`config.mk`:
```
export PLATFORM = sky130hd
export DESIGN_NAME = width_8to16_arb
export DESIGN_NICKNAME = d
export VERILOG_FILES = /design/src/rtl/width_8to16_arb.sv
export SDC_FILE = /design/constraint.sdc
export NUM_CORES = 1
export LEC_CHECK = 0
export ABC_AREA = 0
export CORE_ASPECT_RATIO = 1.2
export CORE_MARGIN = 3
export CORE_UTILIZATION = 49
export CTS_CLUSTER_DIAMETER = 50
export DETAILED_ROUTE_END_ITERATION = 16
export GPL_TIMING_DRIVEN = 1
export PLACE_DENSITY = 0.78
export SYNTH_ARGS = -nofsm -noshare
export SYNTH_HDL_FRONTEND = slang
export SYNTH_SLANG_ARGS = --single-unit
```
`constraint.sdc`:
```
create_clock -name clk -period 2.33 [get_ports clk]
set_input_delay 0.233 -clock clk [delete_from_list [all_inputs] [get_ports clk]]
set_output_delay 0.233 -clock clk [all_outputs]
set_load 0.02 [all_outputs]
```
`src/rtl/width_8to16_arb.sv`:
```
// Two-requester byte-pair arbiter and 8-to-16 packer with a round-robin grant per pair,
// a registered word output and a timeout that drops a stranded first byte.
module width_8to16_arb #(
  parameter int unsigned TIMEOUT = 15
) (
  input  logic        clk,
  input  logic        rst,
  input  logic        s0_valid,
  input  logic [7:0]  s0_data,
  output logic        s0_ready,
  input  logic        s1_valid,
  input  logic [7:0]  s1_data,
  output logic        s1_ready,
  output logic        m_valid,
  output logic [15:0] m_data,
  output logic        m_src,
  input  logic        m_ready,
  output logic        drop_pulse,
  output logic        drop_src,
  output logic        busy
);

  typedef enum logic {
    IDLE = 1'b0,
    WAIT = 1'b1
  } state_t;

  localparam logic [7:0] TIMER_LAST = 8'(TIMEOUT - 1);

  state_t      state, state_nxt;
  logic        owner, owner_nxt;
  logic [7:0]  hi, hi_nxt;
  logic [7:0]  timer, timer_nxt;
  logic        rr, rr_nxt;
  logic        m_valid_nxt;
  logic [15:0] m_data_nxt;
  logic        m_src_nxt;
  logic        drop_pulse_nxt;
  logic        drop_src_nxt;

  logic        grant;
  logic        owner_valid;
  logic [7:0]  owner_data;
  logic        out_free;

  // On a tie the requester that did not finish the last pair wins.
  assign grant       = (s0_valid && s1_valid) ? ~rr : s1_valid;
  assign owner_valid = owner ? s1_valid : s0_valid;
  assign owner_data  = owner ? s1_data : s0_data;
  assign out_free    = ~m_valid | m_ready;
  assign busy        = (state != IDLE) | m_valid;

  always_ff @(posedge clk or posedge rst) begin
    if (rst) begin
      state      <= IDLE;
      owner      <= 1'b0;
      hi         <= '0;
      timer      <= '0;
      rr         <= 1'b1;
      m_valid    <= 1'b0;
      m_data     <= '0;
      m_src      <= 1'b0;
      drop_pulse <= 1'b0;
      drop_src   <= 1'b0;
    end else begin
      state      <= state_nxt;
      owner      <= owner_nxt;
      hi         <= hi_nxt;
      timer      <= timer_nxt;
      rr         <= rr_nxt;
      m_valid    <= m_valid_nxt;
      m_data     <= m_data_nxt;
      m_src      <= m_src_nxt;
      drop_pulse <= drop_pulse_nxt;
      drop_src   <= drop_src_nxt;
    end
  end

  always_comb begin
    state_nxt      = state;
    owner_nxt      = owner;
    hi_nxt         = hi;
    timer_nxt      = timer;
    rr_nxt         = rr;
    m_valid_nxt    = m_valid & ~m_ready;
    m_data_nxt     = m_data;
    m_src_nxt      = m_src;
    drop_pulse_nxt = 1'b0;
    drop_src_nxt   = drop_src;
    s0_ready       = 1'b0;
    s1_ready       = 1'b0;

    case (state)
      IDLE: begin
        if (s0_valid || s1_valid) begin
          s0_ready  = ~grant;
          s1_ready  = grant;
          hi_nxt    = grant ? s1_data : s0_data;
          owner_nxt = grant;
          timer_nxt = '0;
          state_nxt = WAIT;
        end
      end
      WAIT: begin
        s0_ready = ~owner & out_free;
        s1_ready = owner & out_free;
        if (owner_valid && out_free) begin
          m_data_nxt  = {hi, owner_data};
          m_src_nxt   = owner;
          m_valid_nxt = 1'b1;
          rr_nxt      = owner;
          state_nxt   = IDLE;
        end else if (!owner_valid) begin
          // Only cycles with the owner silent advance the timer; backpressure freezes it.
          if (timer == TIMER_LAST) begin
            drop_pulse_nxt = 1'b1;
            drop_src_nxt   = owner;
            rr_nxt         = owner;
            hi_nxt         = '0;
            state_nxt      = IDLE;
          end else begin
            timer_nxt = timer + 8'd1;
          end
        end
      end
      default: state_nxt = IDLE;
    endcase
  end

endmodule

```
==> results of run 1 <==
[worst max-delay path, cell delays in order, from the launching register on]
cell	delay, ns
dfrtp_1	0.56
inv_1	0.17
o21ai_1	0.10
o22ai_1	0.14
clkdlybuf4s50_1	0.62
[cell usage in the layout, fill, tap and decap left out, drive strengths merged, types with 2 or more instances in the layout]
cell type / instances
clkbuf: 8
buf: 5
o2bb2ai: 8
ha: 2
o21ai: 13
mux2i: 20
a221o: 3
inv: 3
nor3: 2
dfrtp: 38
or2: 2
nor2: 4
and2: 3
nand2: 19
clkdlybuf4s50: 43
nand3: 4
mux2: 11
a21boi: 2
nor4: 5
[logic make-up after synthesis]
group / after synthesis
AOI/OAI and AO/OA: 31
adders and majority gates: 2
buffers and inverters: 10
DFF: 39
muxes: 31
and+or+nand+nor: 46
[stage by stage]
step                hold slack, ns  worst slack (ns)  power [mW]  utilization
floorplan                    0.367             0.553        2.06            -
finish                       0.347             0.205        3.10        0.677
CTS                          0.366             0.195        3.15        0.677
global route                 0.393             0.118        3.32        0.677
global placement             0.459             0.275        2.59        0.650
detailed placement           0.474             0.252        2.63        0.650
[report_power, final]
part / switching (mW) / leakage [nW] / internal (mW) / total [mW]
Clock: 0.225 / 0.0515 / 0.270 / 0.495
Combinational: 0.736 / 0.583 / 0.709 / 1.45
Sequential: 0.208 / 0.491 / 0.957 / 1.16
Total: 1.17 / 1.13 / 1.94 / 3.10
[area by class of cell]
class	instances	area (sq um)	share of cell area
Sequential cell	39	977	0.391
Multi-Input combinational cell	110	880	0.352
Timing Repair Buffer	48	468	0.187
Clock buffer	8	100	0.0400
Tap cell	52	65.1	0.0260
Inverter	3	11.3	0.00450
[sequential cells by signal (all words and copies together) (netlist names)]
name,count
m_data,16
hi,8
timer,8
drop_pulse,1
drop_src,1
m_src,1
m_valid,1
owner,1
rr,1
state,1
[metal layers]
metal | vias to the layer above | share of wire
met1 | 684 | 0.44
li1 | 673 | -
met2 | 38 | 0.49
met5 | - | 0
met3 | 8 | 0.047
met4 | 0 | 0.021
[worst max-delay path by stage]
stage / start / to / depth (start not counted) / slack, ns
4_1_cts: state / s0_ready / 4 / 0.20
2_1_floorplan: timer[0] / rr / 6 / 0.55
3_5_place_dp: m_ready / s0_ready / 5 / 0.25
6_report: state / s0_ready / 4 / 0.21
3_3_place_gp: s0_valid / s0_ready / 5 / 0.27
5_1_grt: state / s0_ready / 4 / 0.12
==> results_dict.tcl, run 1 <==
set metrics [dict create \
    status "complete, no violations" \
    syn_nets 182 \
    fp.dieH_um 74.2 \
    routed_wl_um 3890 \
    cts_resized 0 \
    hold_path_class "primary input to asynchronous set/reset pin" \
    grt_util_met2 0.293 \
    grt_pass1_vias 1371 \
    synth_area_per_cell_sq_um 12.0 \
    antenna_left 0 \
    synth.ff_latch_count 39 \
    cp.arrival_ns 1.89 \
    r2r-end "drop_src" \
    ys_top_cells_by_area "dfrtp_1 (50%), mux2i_1 (10%), mux2_1 (5.9%), o2bb2ai_1 (3.7%), nand2_1 (3.6%)" \
    path_max_fanout 14 \
    io_buffers 43 \
    slew_headroom 0.674 \
    grt_pass1_wl_um 6520 \
    worstSetupPathType "flop to primary output" \
    reg2reg_slack_ns 0.49 \
    ys.flop_type "dfrtp_1" \
    min_period_ns 2.12 \
    std_cell_rows 24 \
    drcViolationCount 0 \
    numCtsBuffers 5 \
    synth_top_family_by_area "multiplexers" \
    met3_usage 0.0498 \
    top_usage_layer "met2" \
    dr.pass1.iters 4 \
    fill_cells 299 \
    synth_common_cells "dfrtp_1 (38), mux2i_1 (19), nand2_1 (18)" \
    area_growth_pct 31.6 \
    place_area_sq_um 2400 \
    gp_congestion 0.803 \
    met1_usage 0.224 \
    grt_usage 0.181 \
    fin_cells 260 \
    fin_area_sq_um 2500 \
    synthSimpleGateAreaFrac 0.149 \
    yosysUniqueCellTypes 42 \
    synthArstFlopShare 1.00 \
    avgViaCountPerCell 5.40 \
    cts-root-buf "clkbuf_8" \
    dieArea_sq_um 4670 \
    final_hold_viol_count 0 \
    worstPathRequired_ns 2.10 \
    r2r_start "timer[0]" \
    timing.fmax_mhz 471 \
    grt_max_degree 40 \
    synth_compound_area_frac 0.124 \
    drv_slew 0 \
    crit_path_end_kind "primary output" \
    reg2regPathDepth 6 \
    cts.htree.levels 2 \
    num_vias 1403 \
    syn-cell-area_sq_um 1900 \
    tightest_slew_ns 0.488 \
    synth.most_common_cell "dfrtp_1" \
    post_drt_wl_per_cell_um 15.0 \
    postCtsSetupBuffers 0 \
    place_inst 252 \
    final.setup.tns_ns 0 \
    clk_pin_slew_worst_paths_ns 0.07 \
    synth_seq_area_share 0.514 \
    syn-instance-count 159 \
    core-area_sq_um 3690 \
    nets 230 \
    synthXorXnorAreaFrac 0 \
    finalSetupViolations 0 \
    initial_utilization 0.515 \
    synthAdderAreaFrac 0.0132 \
    fin_skew_ns 0.0101 \
    cap_viol_max_count 0 \
    clockBufferDepth 2 \
    p_leak_nw 1.13 \
    pin_count 44 \
    clkSinkCount 39 \
    ir_drop_v 0.000550 \
    cts_hold_buf 0 \
    power_density_nw_per_um2 1240 \
    diodes 0 \
    fin_crit_sh 0.912 \
    cts_tree "built" \
    synth_top_area_frac 0.500 \
    gr-total-overflow 0 \
    drive_gt1_frac 0.120 \
    drt_iter0_drc 63 \
    synth_top_cell_by_area "dfrtp_1" \
    clk_latency_ns 0.29 \
    rsz0062_at_grt "false" \
    start_kind "flop" \
    yosys_warnings 0 \
    die_x_um 62.9 \
    grt_antenna_before_repair 0 \
    synth_edf_count 0 \
    yosys-mux-area-fraction 0.177 \
    dp_hpwl_um 2840 \
]
Note: power is estimated with default switching activity, not from simulation.
==> run 2: changes to the inputs <==
--- a/config.mk
+++ b/config.mk
@@ -13,6 +13,7 @@
 export DETAILED_ROUTE_END_ITERATION = 16
 export GPL_TIMING_DRIVEN = 1
 export PLACE_DENSITY = 0.78
+export REMOVE_ABC_BUFFERS = 1
 export SYNTH_ARGS = -nofsm -noshare
 export SYNTH_HDL_FRONTEND = slang
 export SYNTH_SLANG_ARGS = --single-unit
==> run 2 against run 1 <==
  * Maximum frequency is 0.18% lower
  * Power is 6.2% higher
  * Routed wire length increased by 6.2%
  * Die area stayed put
  * Clock-buffer cell count is 3 lower
  * Non-clock buffer count is the same
  * Flip-flop and latch count unchanged
  * Largest cell class unchanged
==> results_dict.tcl, run 2 (synthesis gave the netlist of run 1 again) <==
set metrics [dict create \
    nets 230 \
    place_inst 252 \
    crit_path_end_kind "primary output" \
    num_vias 1389 \
    cap_viol_max_count 0 \
    numCtsBuffers 5 \
    initial_utilization 0.515 \
    std_cell_rows 24 \
    dieArea_sq_um 4670 \
    crit_path_top_delay_cell "dfrtp_1" \
    grt_antenna_before_repair 0 \
    io_buffers 43 \
    fin_cells 260 \
    drcViolationCount 0 \
    avgViaCountPerCell 5.34 \
    post_drt_wl_per_cell_um 15.9 \
    power.switching_mw 1.21 \
    r2r-end "hi[7]" \
    layout_setup_ws_ns 0.202 \
    clockBufferDepth 2 \
    worstSetupPathType "flop to primary output" \
    dr.pass1.iters 4 \
    drv_slew 0 \
    worstPathRequired_ns 2.10 \
    largest_registers "m_data (16), hi (8), timer (8)" \
    pre_cts_slack_ns 0.288 \
    final.setup.tns_ns 0 \
    p_leak_nw 1.14 \
    hold_path_class "primary input to asynchronous set/reset pin" \
    die_x_um 62.9 \
    finalSetupViolations 0 \
    cts_resized 0 \
    reg2regPathDepth 5 \
    fin_crit_sh 0.913 \
    path_cells "inv_1 > o21ai_1 > o22ai_1 > clkdlybuf4s50_1" \
    status "complete, no violations" \
    antenna_left 0 \
    r2r_start "state" \
    clk_pin_slew_worst_paths_ns 0.07 \
    cts_tree "built" \
    cts-root-buf "clkbuf_8" \
    power_density_nw_per_um2 1300 \
    clk_latency_ns 0.29 \
    clkSinkCount 39 \
    postCtsSetupBuffers 0 \
    top_register "m_data" \
    final_common_cell "clkdlybuf4s50_1" \
    p_seq_frac 0.357 \
    hold_slack_ns 0.349 \
    path_max_fanout 14 \
    crit_cells 4 \
    gp_congestion 0.793 \
    timing.fmax_mhz 470 \
    pin_count 44 \
    fp.dieH_um 74.2 \
    crit_start "state" \
    fin_skew_ns 0.00654 \
    start_kind "flop" \
    slew_headroom 0.673 \
    area_growth_pct 33.5 \
    cpLargestDelayFamily "buffers and inverters" \
    reg2reg_slack_ns 0.45 \
    clockPowerShare 0.201 \
    crit_path_end "s0_ready" \
    cts.htree.levels 2 \
    path_buf_inv 2 \
    max_stage_delay_ns 0.65 \
    drive_gt1_frac 0.125 \
    routed_wl_um 4130 \
    switching_share 0.365 \
    core-area_sq_um 3690 \
    final_hold_viol_count 0 \
    dp_hpwl_um 3120 \
    cp.arrival_ns 1.90 \
    grt_pass1_vias 1439 \
    cts_hold_buf 0 \
    grt_max_degree 40 \
    gr-total-overflow 0 \
    grt_pass1_wl_um 6980 \
    final_cell_mix "clkdlybuf4s50_1 (43), dfrtp_1 (38), mux2i_1 (19)" \
    largest_register_ffs 16 \
    combPwrFrac 0.442 \
    min_period_ns 2.13 \
    tightest_slew_ns 0.491 \
    drt_iter0_drc 50 \
    rsz0062_at_grt "false" \
    fill_cells 289 \
    ir_drop_v 0.000760 \
    grt_usage 0.196 \
    p_int_mw 2.09 \
    diodes 0 \
]
run 2: cell count changes in the layout (fill, tap and decap cells not counted):
cell / delta
bufinv_16: +2
clkbuf_1: -1
clkbuf_8: -2
clkinvlp_4: +1
run 2: how the worst min path moves through the flow:
stage / startpoint / to / slack [ns] / cells past startpoint
floorplan: s0_valid / state / 0.37 / 2
global placement: timer[7] / timer[7] / 0.46 / 1
detailed placement: hi[5] / hi[5] / 0.47 / 1
CTS: rst / m_data[12] / 0.36 / 3
global route: rst / hi[1] / 0.39 / 3
finish: rst / m_valid / 0.35 / 3
run 2: stage by stage:
stage	cell area (sq um)	util	power (mW)
CTS	2540	0.687	3.34
floorplan	1870	-	2.02
finish	2540	0.687	3.30
global placement	2400	0.650	2.59
global route	2540	0.687	3.51
detailed placement	2400	0.650	2.66
run 2: power by group through the flow:
stage	registers, mW	logic [mW]	clock network [mW]
finish	1.18	1.46	0.662
global route	1.22	1.58	0.706
CTS	1.18	1.48	0.678
detailed placement	1.19	1.47	0
global placement	1.18	1.42	0
floorplan	1.35	0.677	0
run 2: area by class of cell:
cell class              count  area (sq um)  area share
clock buffers               5          68.8      0.0271
well taps                  52          65.1      0.0256
multi-input cells         110           880       0.347
repair buffers             48           468       0.184
clock inverters             3          67.6      0.0266
flip-flops and latches     39           977       0.385
inverters                   3          11.3     0.00444
run 2: worst min-delay path: stages:
cell	delay [ns]
clkdlybuf4s50_1	0.39
inv_1	0.05
buf_4	0.41
run 2: metal layers:
layer | wire, um | GRT usage | share of wire
met1 | 1750 | 0.231 | 0.42
met2 | 2170 | 0.352 | 0.52
met3 | 149 | 0.0468 | 0.036
met4 | 63 | 0.0735 | 0.015
met5 | 0 | 0 | 0
